File: config.mk
export PLATFORM = sky130hd
export DESIGN_NAME = barrido_entrada_param_flat
export DESIGN_NICKNAME = d
export VERILOG_FILES = /design/src/rtl/barrido_entrada_param_if.sv /design/src/rtl/barrido_entrada_param.sv /design/src/flat_wrapper.sv
export SDC_FILE = /design/constraint.sdc
export NUM_CORES = 1
export LEC_CHECK = 0
export CORE_AREA = 3 3 120 122
export DETAILED_ROUTE_END_ITERATION = 7
export DIE_AREA = 0 0 123 125
export DONT_BUFFER_PORTS = 1
export PLACE_DENSITY = 0.58
export SYNTH_ARGS = -nofsm -noshare
export SYNTH_HDL_FRONTEND = slang
export SYNTH_SLANG_ARGS = --single-unit
File: constraint.sdc
create_clock -name clk1kHz -period 3.8 [get_ports clk1kHz]
set_input_delay 0.19 -clock clk1kHz [delete_from_list [all_inputs] [get_ports clk1kHz]]
set_output_delay 0.19 -clock clk1kHz [all_outputs]
set_load 0.02 [all_outputs]
File: src/rtl/barrido_entrada_param_if.sv
// Keypad-entry / frame-consumer bus for barrido_entrada_param.
// master: keypad decoder + ALU consumer side; slave: the scan/entry block.
interface barrido_entrada_param_if #(
  parameter int unsigned N_DIGITS = 8
);
  logic                    key_valid;
  logic [6:0]              key_seg;
  logic                    key_is_digit;
  logic                    key_bksp;
  logic                    clr;
  logic [7*N_DIGITS-1:0]   frame;
  logic                    done;
  logic                    full;
  logic                    reject;

  modport master (
    output key_valid, key_seg, key_is_digit, key_bksp, clr,
    input  frame, done, full, reject
  );

  modport slave (
    input  key_valid, key_seg, key_is_digit, key_bksp, clr,
    output frame, done, full, reject
  );
endinterface

File: src/rtl/barrido_entrada_param.sv
// Seven-segment scan plus keypad operand/operator entry with registered frame/done.
// Optional cursor blink enabled by defining BARRIDO_BLINK_EN.
module barrido_entrada_param #(
  parameter int unsigned          N_DIGITS   = 8,
  parameter logic [N_DIGITS-1:0]  TYPE_MASK  = 8'b0111_0111,
  parameter logic [6:0]           BLANK_CODE = 7'b1101100,
  parameter int unsigned          SCAN_DIV   = 1,
  parameter int unsigned          BLINK_DIV  = 250
) (
  input  logic                  clk1kHz,
  input  logic                  rst_n,
  barrido_entrada_param_if.slave bus,
  output logic [6:0]            Sseg,
  output logic [N_DIGITS-1:0]   anodos
);
  localparam int unsigned   PW      = $clog2(N_DIGITS);
  localparam int unsigned   DW      = (SCAN_DIV > 1) ? $clog2(SCAN_DIV) : 1;
  localparam logic [PW-1:0] PTR_TOP = PW'(N_DIGITS - 1);
  localparam logic [6:0]    BLANK   = 7'h7F;

  if (N_DIGITS < 2 || N_DIGITS > 16 || SCAN_DIV == 0 || BLINK_DIV == 0) begin : g_param_check
    $error("barrido_entrada_param: parameter out of range");
  end

  logic [6:0]            digit [N_DIGITS];
  logic [PW-1:0]         ptr, idx, idx_next;
  logic [DW-1:0]         div;
  logic                  full_q, done_q, reject_q;
  logic [7*N_DIGITS-1:0] frame_q, frame_next;
  logic                  scan_tick, key_ok, do_clr, do_bksp, do_key;
  logic [6:0]            key_store, sseg_next;

`ifdef BARRIDO_BLINK_EN
  localparam int unsigned BW = (BLINK_DIV > 1) ? $clog2(BLINK_DIV) : 1;
  logic          phase;
  logic [BW-1:0] bcnt;

  always_ff @(posedge clk1kHz or negedge rst_n) begin
    if (!rst_n) begin
      phase <= 1'b1;
      bcnt  <= '0;
    end else if (bcnt == BW'(BLINK_DIV - 1)) begin
      phase <= ~phase;
      bcnt  <= '0;
    end else begin
      bcnt <= bcnt + 1'b1;
    end
  end
`endif

  always_comb begin
    scan_tick = (div == DW'(SCAN_DIV - 1));
    idx_next  = (idx == PTR_TOP) ? '0 : idx + 1'b1;
    sseg_next = digit[idx_next];
`ifdef BARRIDO_BLINK_EN
    if (!full_q && idx_next == ptr && !phase) sseg_next = BLANK;
`endif
    do_clr    = bus.clr;
    do_bksp   = !bus.clr && bus.key_bksp;
    do_key    = !bus.clr && !bus.key_bksp && bus.key_valid;
    key_ok    = !full_q && (bus.key_is_digit == TYPE_MASK[ptr]);
    // a blank-code symbol (implicit '+') is stored as an unlit digit
    key_store = (!bus.key_is_digit && bus.key_seg == BLANK_CODE) ? BLANK : bus.key_seg;
    frame_next = '0;
    for (int unsigned i = 0; i < N_DIGITS; i++) begin
      frame_next[7*i +: 7] = (i == 0) ? key_store : digit[PW'(i)];
    end
  end

  always_ff @(posedge clk1kHz or negedge rst_n) begin
    if (!rst_n) begin
      div    <= '0;
      idx    <= '0;
      Sseg   <= BLANK;
      anodos <= '1;
    end else if (scan_tick) begin
      div    <= '0;
      idx    <= idx_next;
      anodos <= ~(N_DIGITS'(1) << idx_next);
      Sseg   <= sseg_next;
    end else begin
      div <= div + 1'b1;
    end
  end

  always_ff @(posedge clk1kHz or negedge rst_n) begin
    if (!rst_n) begin
      for (int unsigned i = 0; i < N_DIGITS; i++) digit[i] <= BLANK;
      ptr      <= PTR_TOP;
      full_q   <= 1'b0;
      done_q   <= 1'b0;
      reject_q <= 1'b0;
      frame_q  <= '1;
    end else begin
      done_q   <= 1'b0;
      reject_q <= 1'b0;
      if (do_clr) begin
        for (int unsigned i = 0; i < N_DIGITS; i++) digit[i] <= BLANK;
        ptr    <= PTR_TOP;
        full_q <= 1'b0;
      end else if (do_bksp) begin
        if (!full_q && ptr < PTR_TOP) begin
          ptr                <= ptr + 1'b1;
          digit[ptr + 1'b1]  <= BLANK;
        end
      end else if (do_key) begin
        if (key_ok) begin
          digit[ptr] <= key_store;
          if (ptr == '0) begin
            frame_q <= frame_next;
            done_q  <= 1'b1;
            full_q  <= 1'b1;
          end else begin
            ptr <= ptr - 1'b1;
          end
        end else begin
          reject_q <= 1'b1;
        end
      end
    end
  end

  assign bus.frame  = frame_q;
  assign bus.done   = done_q;
  assign bus.full   = full_q;
  assign bus.reject = reject_q;
endmodule

File: src/flat_wrapper.sv
// flat-port wrapper written by rule: the top's interface ports become plain ports
module barrido_entrada_param_flat 
#(
  parameter int unsigned          N_DIGITS   = 8,
  parameter logic [N_DIGITS-1:0]  TYPE_MASK  = 8'b0111_0111,
  parameter logic [6:0]           BLANK_CODE = 7'b1101100,
  parameter int unsigned          SCAN_DIV   = 1,
  parameter int unsigned          BLINK_DIV  = 250
)
  (clk1kHz, rst_n, Sseg, anodos, bus_key_valid, bus_key_seg, bus_key_is_digit, bus_key_bksp, bus_clr, bus_frame, bus_done, bus_full, bus_reject);
  barrido_entrada_param_if #(.N_DIGITS(N_DIGITS)) bus_i ();
  input  logic clk1kHz;
  input  logic rst_n;
  output logic [6:0] Sseg;
  output logic [N_DIGITS-1:0] anodos;
  input wire logic [$bits(bus_i.key_valid)-1:0] bus_key_valid;
  input wire logic [$bits(bus_i.key_seg)-1:0] bus_key_seg;
  input wire logic [$bits(bus_i.key_is_digit)-1:0] bus_key_is_digit;
  input wire logic [$bits(bus_i.key_bksp)-1:0] bus_key_bksp;
  input wire logic [$bits(bus_i.clr)-1:0] bus_clr;
  output wire logic [$bits(bus_i.frame)-1:0] bus_frame;
  output wire logic [$bits(bus_i.done)-1:0] bus_done;
  output wire logic [$bits(bus_i.full)-1:0] bus_full;
  output wire logic [$bits(bus_i.reject)-1:0] bus_reject;
  assign bus_i.key_valid = bus_key_valid;
  assign bus_i.key_seg = bus_key_seg;
  assign bus_i.key_is_digit = bus_key_is_digit;
  assign bus_i.key_bksp = bus_key_bksp;
  assign bus_i.clr = bus_clr;
  assign bus_frame = bus_i.frame;
  assign bus_done = bus_i.done;
  assign bus_full = bus_i.full;
  assign bus_reject = bus_i.reject;
  barrido_entrada_param #(.N_DIGITS(N_DIGITS), .TYPE_MASK(TYPE_MASK), .BLANK_CODE(BLANK_CODE), .SCAN_DIV(SCAN_DIV), .BLINK_DIV(BLINK_DIV)) u_core (.clk1kHz(clk1kHz), .rst_n(rst_n), .bus(bus_i), .Sseg(Sseg), .anodos(anodos));
endmodule
==> metrics.md <==
| Metric | Value |
|---|---|
| Result of the run | finished, final reports clean |
| Cells traversed along the worst timing path | ha_1 > xor2_1 > nand4_1 > a21oi_1 > o22a_1 |
| Detailed-route via count | roughly 3700 |
| Switching portion of total power | between 30% and 40% |
| Setup Crit Path Kind | reg -> reg |
| Remaining antenna violation count after routing | 0 |
| Max-slew headroom | 51.6% |
| Finish-stage setup viols | 0 |
| I/O pin cnt | 87 |
| List of most frequent post-synthesis cells | sky130_fd_sc_hd__dfstp_2 (130), sky130_fd_sc_hd__mux2_2 (56), sky130_fd_sc_hd__o22a_1 (46), sky130_fd_sc_hd__nand2_1 (25) |
| Number of library cell types mapped by synthesis | 48 |
| Number of diodes added for antenna fixing | 0 |
| # Max-Cap Violations | 0 |
| Path class of the lowest-slack min-delay path | in -> reg |
| GR Overflow Total | 0 |
| Initial core utilization | a little under half |
| Worst Tran Pin Value | 0.723 ns |
| CP Data Arrival Time | roughly 3.6 ns |
| Insertion delay to the later sink of the worst-skew pair | 0.42 ns |
| Critical path endpoint category | flop |
| Prevailing post-synth register cell | sky130_fd_sc_hd__dfstp_2 |
| Average wire length per cell after detail routing | 22.9 um |
| Portion of the post-synthesis area used by sequential elements | between 50% and 60% |
| Highest-delay cell along the critical path | sky130_fd_sc_hd__a21oi_1 |
| Number of buffers added to fix hold violations after cts | 10 |
| Wire length of the first global-routing pass | 23100 um |
| Clock Path Buffers | 2 |
| Largest vdd supply drop | around 0.00032 V |
| Most area-consuming cells after synthesis | sky130_fd_sc_hd__dfstp_2 (57%), sky130_fd_sc_hd__mux2_2 (11%), sky130_fd_sc_hd__o22a_1 (6.7%), sky130_fd_sc_hd__mux4_2 (3.8%), sky130_fd_sc_hd__dfrtp_1 (2.5%) |
| Power Internal | between 3 and 4 mW |
| Part of the total power dissipated in the clock network | 35.6% |
| Area share of fa/ha/maj cells after synthesis | 2.09% |
| Synth Area in Simple Gates | under 10% |
| Met1 routed wirelength after detailed routing | ~6400 um |
| Largest net degree at the start of global routing | approximately 140 |
| Placeable core region | 13300 sq um |
| Synthesis-to-finish area growth | 15.1% |
| Leak Pwr | 2.70 nW |
| Share of total power in sequential cells | 50.3% |
| Resized Gates After CTS | 0 |
| Clock root buffer | sky130_fd_sc_hd__clkbuf_16 |
| CTS Sinks | around 140 |
| CP bufs+invs | 0 |
| Share of cells above drive strength 1 | 54.2% |
| Synth warn | 0 |
| Vert. Die Dim | 125 um |
| Placed wire-length estimate | 9630 um |
| Multiplexer fraction of the synthesized cell area | 14.8% |
| Post-synthesis compound-gate area fraction | 14.4% |
| Depth of the CTS H-tree | 4 |
| Share of the clock period used by the worst path | 84.6% |
| Count of mapped cells out of synthesis | 431 |
| Worst path top cell family by delay | compound AO/OA/AOI/OAI gates |
| Post-CTS setup buffers | 0 |
| Final weighted congestion in routability-driven placement | 0.852 |
| First-pass detailed-route iteration total | 4 |
| Largest family of logic cells by synthesized area | multiplexers |
| Row count | between 40 and 50 |
| Required time of the worst setup path | 4.15 ns |
| Delay contributed by the slowest stage of the critical path | 0.73 ns |
| Cell area after synthesis | 5990 sq um |
| Top layer in use | met4 |
| Setup repair after global routing missed its margin | false |
| Yosys reg bits | 136 |
| Ys async rst share | 100% |
| EDFF count, synth | 0 |
| Residual DRC count | 0 |
| Routed wire length on met2 | between 6000 and 7000 um |
| TritonCTS clock tree | yes |
| Pins Over Slew Limit | 0 |
| Detailed router's first-iteration violation count | roughly 180 |
| Timing-limited maximum frequency | a little over 0.3 GHz |
| Net load switching power | 1.51 mW |
| Setup_tns | 0 ns |
| Vias/cell | 5.84 |
| # placed instances | 586 |
| Number of global-route vias before repair | 3950 |
| Library cell occupying the most area in the post-synthesis netlist | sky130_fd_sc_hd__dfstp_2 |
| Overall die width | 123 um |
| Maximum fanout encountered on the critical timing path | 17 |
| Clock-pin slew on the worst setup and hold paths | ~0.060 ns |
| Post-route worst hold slack | between 0.03 and 0.04 ns |
| Total Wirelength | roughly 14000 um |
| Combinational Power Share | 14.1% |
| Final non-filler cell total | 628 |
| Number of nets at the end of the flow | 462 |
| Cts bufs inserted | 17 |
| Initial antenna violation count | 0 |
| Count of port buffers added during placement | 0 |
| Dominant cell by count in the synthesized netlist | sky130_fd_sc_hd__dfstp_2 |
| DR WL met3 | 941 um |
| CP Launch Type | flop |
| PwrDens | 721 nW/um^2 |
| Area of the die | roughly 15000 sq um |
| Total global routing track utilization | about a fifth |
| Final Hold Viols | 0 |
| Share of the synthesized area in the top cell type | 57.0% |
| Average instance area after synthesis | 13.9 sq um |
| Worst setup skew after layout | around 0.0066 ns |
| Synthesized net count | 454 |
| XOR/XNOR share of the synthesized area | 0.731% |
| Shortest period the worst path allows | 3.21 ns |
| Number of filler cells placed in the layout | 1134 |
## sequential cells by signal (all words and copies together) (netlist names)
| register | flops |
|---|---|
| u_core.anodos | 8 |
| u_core.bus.full | 1 |
| u_core.idx | 3 |
| u_core.ptr | 3 |
| u_core.digit | 56 |
| u_core.bus.reject | 1 |
| u_core.bus.frame | 56 |
| u_core.bus.done | 1 |
| u_core.Sseg | 7 |
## stage by stage
stage / total power, mW / worst slack (ns) / utilization (%) / cell area (sq um)
3_3_place_gp: 3.15 / 0.787 / 46.2 / 6140
5_1_grt: 5.20 / 0.290 / 51.9 / 6900
3_5_place_dp: 3.18 / 0.633 / 46.2 / 6140
4_1_cts: 5.03 / 0.619 / 51.9 / 6900
2_1_floorplan: 2.98 / 1.46 / - / 5990
6_report: 4.97 / 0.585 / 51.9 / 6900
## power groups by stage
stage / sequential [mW] / clock [mW] / combinational (mW)
after global routing: 2.55 / 1.88 / 0.775
final: 2.50 / 1.77 / 0.701
after floorplan: 2.40 / 0 / 0.581
after global placement: 2.52 / 0 / 0.626
after CTS: 2.51 / 1.82 / 0.703
after detailed placement: 2.53 / 0 / 0.650
## layout make-up
| cell class | count | area [sq um] | share of cell area (%) |
|---|---|---|---|
| clock buffer | 20 | 437 | 6.33 |
| clock inverter | 12 | 200 | 2.90 |
| inverter | 14 | 52.6 | 0.762 |
| multi-input combinational | 257 | 2270 | 32.9 |
| sequential | 136 | 3570 | 51.7 |
| tap | 176 | 220 | 3.19 |
| timing repair buffer | 13 | 153 | 2.21 |
## cell families (layout without fill, tap and decap cells)
family,after synthesis,after routing
flip-flops,136,136
AO/OA/AOI/OAI,109,109
multiplexers,69,69
AND/OR/NAND/NOR,64,64
buffers and inverters,38,59
adder cells (fa/ha/maj),10,10
XOR/XNOR,5,5
## worst reg2reg max path: stages, from the launching register on
cell	delay, ns
sky130_fd_sc_hd__dfstp_2	0.70
sky130_fd_sc_hd__ha_1	0.35
sky130_fd_sc_hd__xor2_1	0.59
sky130_fd_sc_hd__nand4_1	0.53
sky130_fd_sc_hd__a21oi_1	0.73
sky130_fd_sc_hd__o22a_1	0.26
## cell usage in the layout, fill, tap and decap left out, types with 4 or more instances in the layout
master                            n
sky130_fd_sc_hd__dfstp_2        130
sky130_fd_sc_hd__mux2_2          56
sky130_fd_sc_hd__o22a_1          46
sky130_fd_sc_hd__nand2_1         24
sky130_fd_sc_hd__clkbuf_16       17
sky130_fd_sc_hd__inv_1           14
sky130_fd_sc_hd__a21oi_1         13
sky130_fd_sc_hd__mux4_2          10
sky130_fd_sc_hd__nor2_1          10
sky130_fd_sc_hd__ha_1            10
sky130_fd_sc_hd__dlygate4sd3_1    9
sky130_fd_sc_hd__o21ai_0          8
sky130_fd_sc_hd__o22a_2           7
sky130_fd_sc_hd__nor2b_1          6
sky130_fd_sc_hd__dfrtp_1          6
sky130_fd_sc_hd__a211oi_1         5
sky130_fd_sc_hd__a31oi_1          5
sky130_fd_sc_hd__nand3_1          5
sky130_fd_sc_hd__bufinv_16        5
sky130_fd_sc_hd__a311oi_1         4
sky130_fd_sc_hd__a21o_1           4
sky130_fd_sc_hd__and3b_1          4
## layer usage
layer | global-route usage (%) | vias up
met5 | 0 | -
met4 | 6.71 | 0
met3 | 6.23 | 16
met2 | 30.2 | 122
met1 | 27.1 | 1905
li1 | - | 1627
## path summary, 6_finish.rpt
path                       slack, ns  cells past startpoint                    startpoint                                to
hold reg to reg                 0.51                      2  u_core.digit[11]$_DFFE_PN1P_      u_core.digit[11]$_DFFE_PN1P_
min in group asynchronous       0.41                      2                         rst_n           u_core.idx[2]$_DFF_PN0_
max in group asynchronous       2.89                      2                         rst_n  u_core.bus.frame[23]$_DFFE_PN1P_
setup reg to reg                0.59                      5     u_core.ptr[0]$_DFFE_PN1P_      u_core.digit[48]$_DFFE_PN1P_
setup / recovery                0.59                      5     u_core.ptr[0]$_DFFE_PN1P_      u_core.digit[48]$_DFFE_PN1P_
hold / removal                  0.04                      3                       bus_clr       u_core.digit[8]$_DFFE_PN1P_
No activity file was read; power rests on OpenSTA's default activity.
